<file path="config.mk">
export PLATFORM = sky130hd
export DESIGN_NAME = instr_decode_stage
export DESIGN_NICKNAME = d
export VERILOG_FILES = /design/src/rtl/instr_decode_stage_pkg.sv /design/src/rtl/instr_decode_stage_field_decode.sv /design/src/rtl/instr_decode_stage.sv
export SDC_FILE = /design/constraint.sdc
export NUM_CORES = 1
export LEC_CHECK = 0
export BUFFER_PORTS_ARGS = -buffer_cell sky130_fd_sc_hd__buf_2
export CAP_MARGIN = 5
export CORE_MARGIN = 2
export CORE_UTILIZATION = 44
export CTS_CLUSTER_SIZE = 24
export DETAILED_ROUTE_END_ITERATION = 8
export PLACE_DENSITY = 0.82
export SLEW_MARGIN = 20
export SYNTH_ARGS = -nofsm -noshare
export SYNTH_HDL_FRONTEND = slang
export SYNTH_SLANG_ARGS = --single-unit
</file>
<file path="constraint.sdc">
create_clock -name clk -period 1.7 [get_ports clk]
set_clock_uncertainty 0.1 [all_clocks]
set_input_delay 0.255 -clock clk [delete_from_list [all_inputs] [get_ports clk]]
set_output_delay 0.255 -clock clk [all_outputs]
set_load 0.05 [all_outputs]
</file>
<file path="src/rtl/instr_decode_stage_pkg.sv">
// Shared decode definitions: opcode offsets, control-bit indices and instruction classes.
package decode_pkg;

    // Non-R opcodes sit directly above the last R-type opcode
    localparam int unsigned OPC_BEQ_OFS   = 1;
    localparam int unsigned OPC_LOAD_OFS  = 2;
    localparam int unsigned OPC_STORE_OFS = 3;

    localparam int unsigned CTRL_W    = 5;
    localparam int unsigned CTRL_REGW = 0;
    localparam int unsigned CTRL_MRD  = 1;
    localparam int unsigned CTRL_MWR  = 2;
    localparam int unsigned CTRL_BR   = 3;
    localparam int unsigned CTRL_ILL  = 4;

    typedef enum logic [2:0] {
        CLS_R,
        CLS_BEQ,
        CLS_LOAD,
        CLS_STORE,
        CLS_ILL
    } instr_class_e;

endpackage

</file>
<file path="src/rtl/instr_decode_stage_field_decode.sv">
// Combinational field split, immediate extension and control generation.
// Sign extension of the immediate is selected by DECODE_SIGN_EXT_EN.
module instr_field_decode
    import decode_pkg::*;
#(
    parameter int unsigned INSTR_W   = 16,
    parameter int unsigned OPC_W     = 4,
    parameter int unsigned REG_AW    = 4,
    parameter int unsigned IMM_W     = 8,
    parameter int unsigned R_MAX_OPC = 4
) (
    input  logic [INSTR_W-1:0] instr,
    output logic [OPC_W-1:0]   opcode,
    output logic [REG_AW-1:0]  rs1,
    output logic [REG_AW-1:0]  rs2,
    output logic [REG_AW-1:0]  rd,
    output logic [IMM_W-1:0]   imm,
    output logic [CTRL_W-1:0]  ctrl,
    output logic               uses_rs2
);

    localparam int unsigned FLD_W = INSTR_W - OPC_W - 2*REG_AW;

    localparam logic [OPC_W-1:0] OPC_R_MAX = OPC_W'(R_MAX_OPC);
    localparam logic [OPC_W-1:0] OPC_BEQ   = OPC_W'(R_MAX_OPC + OPC_BEQ_OFS);
    localparam logic [OPC_W-1:0] OPC_LOAD  = OPC_W'(R_MAX_OPC + OPC_LOAD_OFS);
    localparam logic [OPC_W-1:0] OPC_STORE = OPC_W'(R_MAX_OPC + OPC_STORE_OFS);

    logic [FLD_W-1:0] low;
    logic [IMM_W-1:0] imm_ext;
    instr_class_e     cls;

    assign opcode = instr[INSTR_W-1 -: OPC_W];
    assign rs1    = instr[INSTR_W-OPC_W-1 -: REG_AW];
    assign rs2    = instr[INSTR_W-OPC_W-REG_AW-1 -: REG_AW];
    assign low    = instr[FLD_W-1:0];

`ifdef DECODE_SIGN_EXT_EN
    assign imm_ext = IMM_W'($signed(low));
`else
    assign imm_ext = IMM_W'(low);
`endif

    always_comb begin
        cls = CLS_ILL;
        if (opcode <= OPC_R_MAX)       cls = CLS_R;
        else if (opcode == OPC_BEQ)    cls = CLS_BEQ;
        else if (opcode == OPC_LOAD)   cls = CLS_LOAD;
        else if (opcode == OPC_STORE)  cls = CLS_STORE;
    end

    always_comb begin
        rd       = '0;
        imm      = '0;
        ctrl     = '0;
        uses_rs2 = 1'b0;
        case (cls)
            CLS_R: begin
                rd              = low[REG_AW-1:0];
                ctrl[CTRL_REGW] = 1'b1;
                uses_rs2        = 1'b1;
            end
            CLS_BEQ: begin
                imm           = imm_ext;
                ctrl[CTRL_BR] = 1'b1;
                uses_rs2      = 1'b1;
            end
            CLS_LOAD: begin
                rd              = rs2;
                imm             = imm_ext;
                ctrl[CTRL_REGW] = 1'b1;
                ctrl[CTRL_MRD]  = 1'b1;
            end
            CLS_STORE: begin
                imm            = imm_ext;
                ctrl[CTRL_MWR] = 1'b1;
                uses_rs2       = 1'b1;
            end
            default: begin
                ctrl[CTRL_ILL] = 1'b1;
            end
        endcase
    end

endmodule

</file>
<file path="src/rtl/instr_decode_stage.sv">
// Registered decode stage with valid/ready handshakes, flush and load-use bubble.
// DECODE_SIGN_EXT_EN selects sign-extended immediates in the field decoder.
module instr_decode_stage
    import decode_pkg::*;
#(
    parameter int unsigned INSTR_W   = 16,
    parameter int unsigned OPC_W     = 4,
    parameter int unsigned REG_AW    = 4,
    parameter int unsigned IMM_W     = 8,
    parameter int unsigned R_MAX_OPC = 4
) (
    input  logic               clk,
    input  logic               rst_n,
    input  logic               flush,
    input  logic               in_valid,
    output logic               in_ready,
    input  logic [INSTR_W-1:0] in_instr,
    output logic               out_valid,
    input  logic               out_ready,
    output logic [OPC_W-1:0]   out_opcode,
    output logic [REG_AW-1:0]  out_rs1,
    output logic [REG_AW-1:0]  out_rs2,
    output logic [REG_AW-1:0]  out_rd,
    output logic [IMM_W-1:0]   out_imm,
    output logic [4:0]         out_ctrl
);

    logic [OPC_W-1:0]  dec_opcode;
    logic [REG_AW-1:0] dec_rs1;
    logic [REG_AW-1:0] dec_rs2;
    logic [REG_AW-1:0] dec_rd;
    logic [IMM_W-1:0]  dec_imm;
    logic [CTRL_W-1:0] dec_ctrl;
    logic              dec_uses_rs2;
    logic              hazard;
    logic              accept;

    instr_field_decode #(
        .INSTR_W   (INSTR_W),
        .OPC_W     (OPC_W),
        .REG_AW    (REG_AW),
        .IMM_W     (IMM_W),
        .R_MAX_OPC (R_MAX_OPC)
    ) u_field_decode (
        .instr    (in_instr),
        .opcode   (dec_opcode),
        .rs1      (dec_rs1),
        .rs2      (dec_rs2),
        .rd       (dec_rd),
        .imm      (dec_imm),
        .ctrl     (dec_ctrl),
        .uses_rs2 (dec_uses_rs2)
    );

    // Stalling while the load is held and then waiting for the empty register yields one bubble
    assign hazard = out_valid & out_ctrl[CTRL_MRD] &
                    ((dec_rs1 == out_rd) | (dec_uses_rs2 & (dec_rs2 == out_rd)));

    assign in_ready = rst_n & ~flush & ~hazard & (~out_valid | out_ready);
    assign accept   = in_valid & in_ready;

    always_ff @(posedge clk or negedge rst_n) begin
        if (!rst_n) begin
            out_valid  <= 1'b0;
            out_opcode <= '0;
            out_rs1    <= '0;
            out_rs2    <= '0;
            out_rd     <= '0;
            out_imm    <= '0;
            out_ctrl   <= '0;
        end else if (flush) begin
            out_valid <= 1'b0;
        end else if (accept) begin
            out_valid  <= 1'b1;
            out_opcode <= dec_opcode;
            out_rs1    <= dec_rs1;
            out_rs2    <= dec_rs2;
            out_rd     <= dec_rd;
            out_imm    <= dec_imm;
            out_ctrl   <= dec_ctrl;
        end else if (out_ready) begin
            out_valid <= 1'b0;
        end
    end

endmodule

</file>
== Yosys cells after proc, flatten, opt, wreduce, memory -nomap -nowiden ==
Index checks and enable logic that the tools add are counted.
Storage, ports and cells
  latch bits: 0
  register bits: 30
  output and inout bits: 31
  bits in writable memories: 0
  memories: 0
  ROM bits: 0
  bits of input ports: 21
Operators by class
  add/sub/neg operators: 0
  shifts and indexed selects: 0
  mux-type cells: 15
  equal/unequal tests: 8
  reduce and logical (&&, ||, !) cells: 7
  bitwise logic cells: 12
  order comparisons: 1
  multiply operators: 0
  divide/modulo/power cells: 0
Operators by type and width (number)
  equality test 4 x 3 -> 1 bit, second input constant: 3
  2-to-1 mux 3 bit: 4
  2-to-1 mux 1 bit: 9
  equality test 4 bit: 2
  one-hot mux 4 bit (2 select lines): 1
  AND 1 bit: 7
  equality test 3 x 2 -> 1 bit, second input constant: 2
  OR reduction 3 bit: 2
  less-or-equal comparator 4 x 3 -> 1 bit, second input constant: 1
  2-to-1 mux 4 bit: 1
  OR reduction 4 bit: 1
  equality test 3 x 1 -> 1 bit, second input constant: 1
  zero test 3 bit: 1
  inverter 1 bit: 3
  nonzero test 3 bit: 1
  OR 1 bit: 2
  AND reduction 2 bit: 1
  OR reduction 2 bit: 1

== Logic depth before layout (Yosys ltp) ==
Gate-level depths: netlist (run 1).
  word-level depth: 17
  depth in mapped cells: 7
  mapped depth without buffers: 5

== Hierarchy ==
A second synthesis (run 1) with hierarchy kept.
Second synthesis, totals
  cell total of the unflattened synthesis: 132
  area, all modules: 1647.8 µm²
Modules (own cells, without submodules)
  instr_decode_stage: times used 1, area each 1263.7 µm², cells an instance 80, sequential area each 750.7 µm²
  instr_field_decode: times used 1, area each 384.1 µm², cells an instance 52, sequential area each 0.0 µm²

== Worst setup path before layout (run 1) ==
Ideal clock, no wire load.
  path kind: reg-to-reg
  start: register out_rd[2]
  end: register out_ctrl[0]
  buffers on the path: 1
  slack: -431 ps
  cell stages (with the launch flop): 7
  setup time: 125 ps
  data required time: 1475 ps
  arrival: 1906 ps
  cell sequence: dfrtp_1 -> xnor2_1 -> nand3_1 -> o311ai_2 -> nor3b_4 -> buf_6 -> mux2_4
On the way
  longest elaborated chain between the ends: 9
RTL lines
  from (decl): RTL line instr_decode_stage.sv:23  | output logic [REG_AW-1:0] out_rd,
  from (signal assigned): RTL line instr_decode_stage.sv:78  | out_rd <= dec_rd;
  equality test 4 bit: RTL line instr_decode_stage.sv:57  | ((dec_rs1 == out_rd) | (dec_uses_rs2 & (dec_rs2 == out_rd)));
  AND 1 bit: RTL line instr_decode_stage.sv:57
  OR 1 bit (*): RTL line instr_decode_stage.sv:57
  AND 1 bit (*): RTL line instr_decode_stage.sv:56  | assign hazard = out_valid & out_ctrl[CTRL_MRD] &
  inverter 1 bit (*): RTL line instr_decode_stage.sv:59  | assign in_ready = rst_n & ~flush & ~hazard & (~out_valid | out_ready);
  AND 1 bit (*) (2 in a row): RTL line instr_decode_stage.sv:59
  AND 1 bit (*): RTL line instr_decode_stage.sv:60  | assign accept = in_valid & in_ready;
  AND reduction 2 bit (no line) (*)
  to (signal assigned): RTL line instr_decode_stage.sv:80  | out_ctrl <= dec_ctrl;
  to (decl): RTL line instr_decode_stage.sv:25  | output logic [4:0] out_ctrl
Every way passes the cells marked *; elsewhere a longest branch is shown, timed or not.
A chain may end at the register's enable or synchronous reset.

== Worst setup path in the final report (run 1) ==
  start: register out_rd[0]
  end: register out_ctrl[1]
The elaborated chain is that of the path after synthesis.

==> results.toml, run 1 <==
[route]
highest_layer = "met4"
drc = 0
route.vias.total = 1102
drtIter0Drc = 21
wire_per_inst_um = 14.8
wl_met2_um = 1680
ant_nets = 0
drt_first_pass_iters = 4
drt_wl_total_um = 3350
wl_met3_um = 185
met1_length_um = 1440
routed_via_density = 4.88

[layout]
drive_gt1_share_pct = 58.2
final_design_area_no_fill_mm2 = 0.00194
fin_cells = 226
antenna_cells = 0
num-nets-final = 204
area_growth_pct = 37.4

[floorplan]
die-area_mm2 = 0.00367
row_count = 20
coreArea_mm2 = 0.00305
start_util_pct = 46.2
die_w_um = 60.6
pin_count = 52
fp.dieH_um = 60.6

[yosys]
synth_commonest_cells = "dfrtp_1, mux2_4, a21oi_1"
synth_area_mm2 = 0.00141
synth_edf_count = 0
synth_area_per_cell_um2 = 12.1
yosysWarnings = 0
synth_top_cell_by_area = "dfrtp_1"
synthDistinctLibCells = 27
synth_seq_cells = 26
synthArstFlopShare_pct = 100
synth_cells = 117
yosys-top-cells-area = "dfrtp_1, mux2_4, mux2_2"
synth_ff_type = "dfrtp_1"
ys_seq_area_share_pct = 46.1
synth_top_area_share_pct = 46.1
post-synth-top-count-cell = "dfrtp_1"

[critical_path]
cp.required_ns = 1.83
worst-path-max-fanout = 16
max_stage_delay_ns = 0.49
endpoint_kind = "register"
worstPathArrival_ns = 2.13
crit_path_top_delay_cell = "dfrtp_2"
worstPathCellList = "xnor2_2, nand3_2, o311ai_4, buf_4, nor3b_4, buf_12, mux2_4"
cp-start-kind = "register"
path_class = "register to register"

[power_and_ir_drop]
p_leak_uw = 0.000957
ir_drop_mv = 0.482
p_per_area_mw_per_mm2 = 1020

[global_routing]
grt_pass1_vias = 1094
grt_pass1_wl_um = 5170
grt_use_total_pct = 19.5
antenna_found_initial = 0
grt_overflow = 0
grt_max_degree = 27

[clocking]
clk_path_buf_depth = 2
cts_buffers = 3
htree_levels = 1
cts_tree = "yes"
path_clk_slew_ns = 0.14
cts_root_buf = "clkbuf_4"
clock_latency_ns = 0.33
clock_sinks = 26

[placed_design]
gp_congestion = 0.805
place.port_buffers = 47
placed_area_mm2 = 0.00178
place_inst = 217
hpwlAfterDp_um = 2380

[timing]
timing.fmax_ghz = 0.501
hold_viol = 0
rsz0062_at_grt = "true"
setup_viol = 27
slew_viol_final = 0
layout_min_cycle_time_ns = 2.00
setup_ws_ns = -0.298
tns_ns = -7.33
fin_crit_sh_pct = 118

[run]
drv_cap = 0

[outcome]
outcome = "complete, but fails checks"
violations = "setup timing"

[min_path]
hold_class = "primary input to register"
-- stage by stage --
| step | total power, uW | setup slack [ns] | utilization [%] | hold slack [ns] |
|---|---|---|---|---|
| 2_1_floorplan | 1400 | -0.336 | - | -0.141 |
| 3_3_place_gp | 1590 | -0.164 | 58.2 | 0.184 |
| 3_5_place_dp | 1600 | -0.213 | 58.2 | 0.196 |
| 4_1_cts | 1960 | -0.276 | 62.2 | 0.0804 |
| 5_1_grt | 2060 | -0.376 | 63.5 | 0.0588 |
| 6_report | 1970 | -0.298 | 63.5 | 0.0816 |
-- state kept, by name, indices dropped and copies added, names as in the netlist --
name	count
out_ctrl	5
out_imm	4
out_opcode	4
out_rd	4
out_rs1	4
out_rs2	4
out_valid	1
-- path summary, 6_finish.rpt --
check,start,to,slack (ns),depth (start not counted)
worst max-delay path,out_rd[0],out_ctrl[1],-0.30,7
worst min-delay path,in_instr[1],out_imm[1],0.08,3
worst max register to register,out_rd[0],out_ctrl[1],-0.30,7
worst min register to register,out_rs2[3],out_rs2[3],0.43,1
max in group asynchronous,rst_n,out_rd[3],0.88,3
min in group asynchronous,rst_n,out_valid,0.35,3
-- layout by cell type, fill, tap and decap left out --
cell / n
and2b_1: 1
clkbuf_4: 3
nand3_2: 1
xnor2_1: 2
mux2i_1: 4
buf_2: 46
mux2_4: 21
inv_1: 5
nand2b_1: 5
dfrtp_2: 6
xor2_1: 2
a21oi_1: 9
clkbuf_8: 1
and3_1: 1
dfrtp_1: 20
nand3_1: 4
o21a_1: 1
buf_4: 16
nor3b_4: 1
nor4b_1: 1
buf_12: 1
nand4_1: 1
nor4_4: 1
nor2_1: 6
nand2_1: 6
nor2_2: 1
dlygate4sd3_1: 2
o21bai_1: 1
conb_1: 4
o311ai_4: 1
buf_6: 3
nand3b_1: 1
xnor2_2: 4
-- cell families (layout without fill, tap and decap cells) --
| group | Yosys count | after routing | synth area share [%] |
|---|---|---|---|
| xor gates and xnor gates | 8 | 8 | 4.97 |
| DFF | 26 | 26 | 46.1 |
| and+or+nand+nor | 30 | 30 | 12.9 |
| muxes | 25 | 25 | 23.6 |
| AOI/OAI and AO/OA | 12 | 12 | 5.41 |
| buffers and inverters | 15 | 77 | 6.74 |
| other | 1 | 4 | 0.266 |
-- critical path: cells and delay by family, from the launching register on --
kind                      cells  cell delay (ns)
and+or+nand+nor               2             0.34
muxes                         1             0.31
xor gates and xnor gates      1             0.15
DFF                           1             0.49
AOI/OAI and AO/OA             1             0.12
buffers and inverters         2             0.38
-- layer usage --
metal | vias up | global-route usage [%]
li1 | 519 | -
met3 | 4 | 3.41
met1 | 537 | 25.5
met5 | - | 0
met4 | 0 | 8.07
met2 | 42 | 32.1
-- report_power, final --
part	switching, uW	internal, uW
registers	69.4	719
logic	564	301
clock network	190	131
total	824	1150
-- repair_timing --
item	CTS	global route
cloned	0	0
endpoints found under the setup margin	27	27
buffers inserted	2	1
resized for setup	12	5
pin swaps	2	3
endpoints found under the hold margin	27	0
hold buffers	2	0
-- area by class of cell --
class                      instances  area, um^2
multi-input combinational         79         746
clock buffer                       4        36.3
inverter                           5        18.8
sequential                        26         658
timing repair buffer              68         424
fill                             251        1110
tap                               44        55.1
(Power assumes the default switching activity.)
==> run 2: changes to the inputs <==
--- a/config.mk
+++ b/config.mk
@@ -11,7 +11,7 @@
 export CORE_UTILIZATION = 44
 export CTS_CLUSTER_SIZE = 24
 export DETAILED_ROUTE_END_ITERATION = 8
-export PLACE_DENSITY = 0.82
+export PLACE_DENSITY_LB_ADDON = 0.15
 export SLEW_MARGIN = 20
 export SYNTH_ARGS = -nofsm -noshare
 export SYNTH_HDL_FRONTEND = slang
==> run 2 against run 1 <==
Effect of this change: clock power grew 32%; power grew 4.8%; the flow still finishes with violations (setup timing); highest routed layer unchanged; via count shrank 1.6%; global-route usage shrank 0.44 points; largest cell class unchanged; clock-buffer cell count shrank 1.
==> results.toml, run 2 (synthesis results as in run 1) <==
[outcome]
outcome = "complete, but fails checks"
violations = "setup timing"

[route]
drc = 0
drt_first_pass_iters = 4
drtIter0Drc = 32
drt_wl_total_um = 3260
ant_nets = 0
route.vias.total = 1084
routed_via_density = 4.75
wire_per_inst_um = 14.3

[critical_path]
endpoint_kind = "register"
path_class = "register to register"
worstPathArrival_ns = 2.13
worst-path-max-fanout = 6
cp.required_ns = 1.82
cp-start-kind = "register"

[timing]
hold_viol = 0
setup_ws_ns = -0.310
slew_viol_final = 0
rsz0062_at_grt = "true"
fin_crit_sh_pct = 118
timing.fmax_ghz = 0.498
setup_viol = 27
layout_min_cycle_time_ns = 2.01

[power_and_ir_drop]
ir_drop_mv = 0.665
p_int_uw = 1260
switching_share_pct = 39.3
p_switching_uw = 813
combinationalPowerShare_pct = 41.5
p_clk_share_pct = 20.5
p_per_area_mw_per_mm2 = 1030
p_leak_uw = 0.000977
pwr-share-seq_pct = 38.0

[floorplan]
die-area_mm2 = 0.00367
coreArea_mm2 = 0.00305
fp.dieH_um = 60.6
pin_count = 52
start_util_pct = 46.2
row_count = 20
die_w_um = 60.6

[run]
drv_cap = 0

[global_routing]
grt_pass1_wl_um = 5150
grt_max_degree = 27
antenna_found_initial = 0
grt_use_total_pct = 19.1
grt_overflow = 0
grt_pass1_vias = 1077

[layout]
fin_cells = 228
area_growth_pct = 42.1
num-nets-final = 206
drive_gt1_share_pct = 59.2
layout_commonest_cell = "buf_2"
antenna_cells = 0
layout_common_cells = "buf_2, dfrtp_1, buf_4"
top_register = "out_ctrl"
largest_reg_flops = 5

[placed_design]
place_inst = 216
hpwlAfterDp_um = 2370
gp_congestion = 0.784
place_ws_ns = -0.206
place.port_buffers = 47

[clocking]
clk_path_buf_depth = 2
cts_tree = "yes"
htree_levels = 1
cts_root_buf = "clkbuf_4"
clock_sinks = 26
cts_buffers = 3
path_clk_slew_ns = 0.14
clock_latency_ns = 0.32

[min_path]
hold_class = "primary input to register"
## run 2: final timing paths
kind	startpoint	to	slack [ns]	cells after the start
worst min-delay path	flush	out_valid	0.02	2
max in group asynchronous	rst_n	out_rd[3]	0.86	3
worst min register to register	out_ctrl[4]	out_ctrl[4]	0.42	1
worst max-delay path	out_rd[1]	out_ctrl[3]	-0.31	7
min in group asynchronous	rst_n	out_rs2[1]	0.37	3
worst max register to register	out_rd[1]	out_ctrl[3]	-0.31	7
## run 2: final cells by class
cell class / instances / area (um^2)
Inverter: 5 / 18.8
Timing Repair Buffer: 70 / 490
Tap cell: 44 / 55.1
Sequential cell: 26 / 658
Fill cell: 263 / 1050
Clock buffer: 3 / 22.5
Multi-Input combinational cell: 79 / 728
Clock inverter: 1 / 30.0
## run 2: worst max-delay path, cell delays in order (launching register included)
cell	delay, ns
dfrtp_2	0.46
xor2_1	0.24
o311ai_4	0.14
buf_4	0.16
nor3b_4	0.21
buf_6	0.17
clkbuf_16	0.15
mux2_4	0.29
## run 2: power by group through the flow
stage                     combinational [uW]  sequential [uW]  clock, uW
after detailed placement                 808              797          0
after global placement                   803              789          0
after CTS                                839              785        434
after floorplan                          252             1140          0
after global routing                     904              802        460
final                                    860              786        424
## run 2: metal layers
| metal | global-route usage (%) | up-vias | wire [um] |
|---|---|---|---|
| li1 | - | 522 | - |
| met5 | 0 | - | 0 |
| met3 | 2.77 | 2 | 196 |
| met2 | 29.3 | 37 | 1600 |
| met4 | 5.59 | 0 | 23 |
| met1 | 28.0 | 523 | 1440 |
## run 2: repair_timing
item	in CTS	in global routing
pin swaps	6	0
hold buffers	1	0
buffers inserted	4	1
setup endpoints to repair	27	27
resized for setup	9	4
gates cloned	1	1
endpoints found under the hold margin	26	0
## run 2: stage by stage
stage | hold WS, ns | util, % | setup TNS (ns) | cell area (um^2) | power (uW)
floorplan | -0.141 | - | -7.04 | 1430 | 1400
global placement | 0.207 | 58.3 | -4.14 | 1780 | 1590
detailed placement | 0.210 | 58.3 | -4.82 | 1780 | 1610
CTS | 0.0139 | 63.6 | -6.38 | 1940 | 2060
global route | 0.0191 | 65.6 | -9.49 | 2000 | 2170
finish | 0.0188 | 65.6 | -7.73 | 2000 | 2070
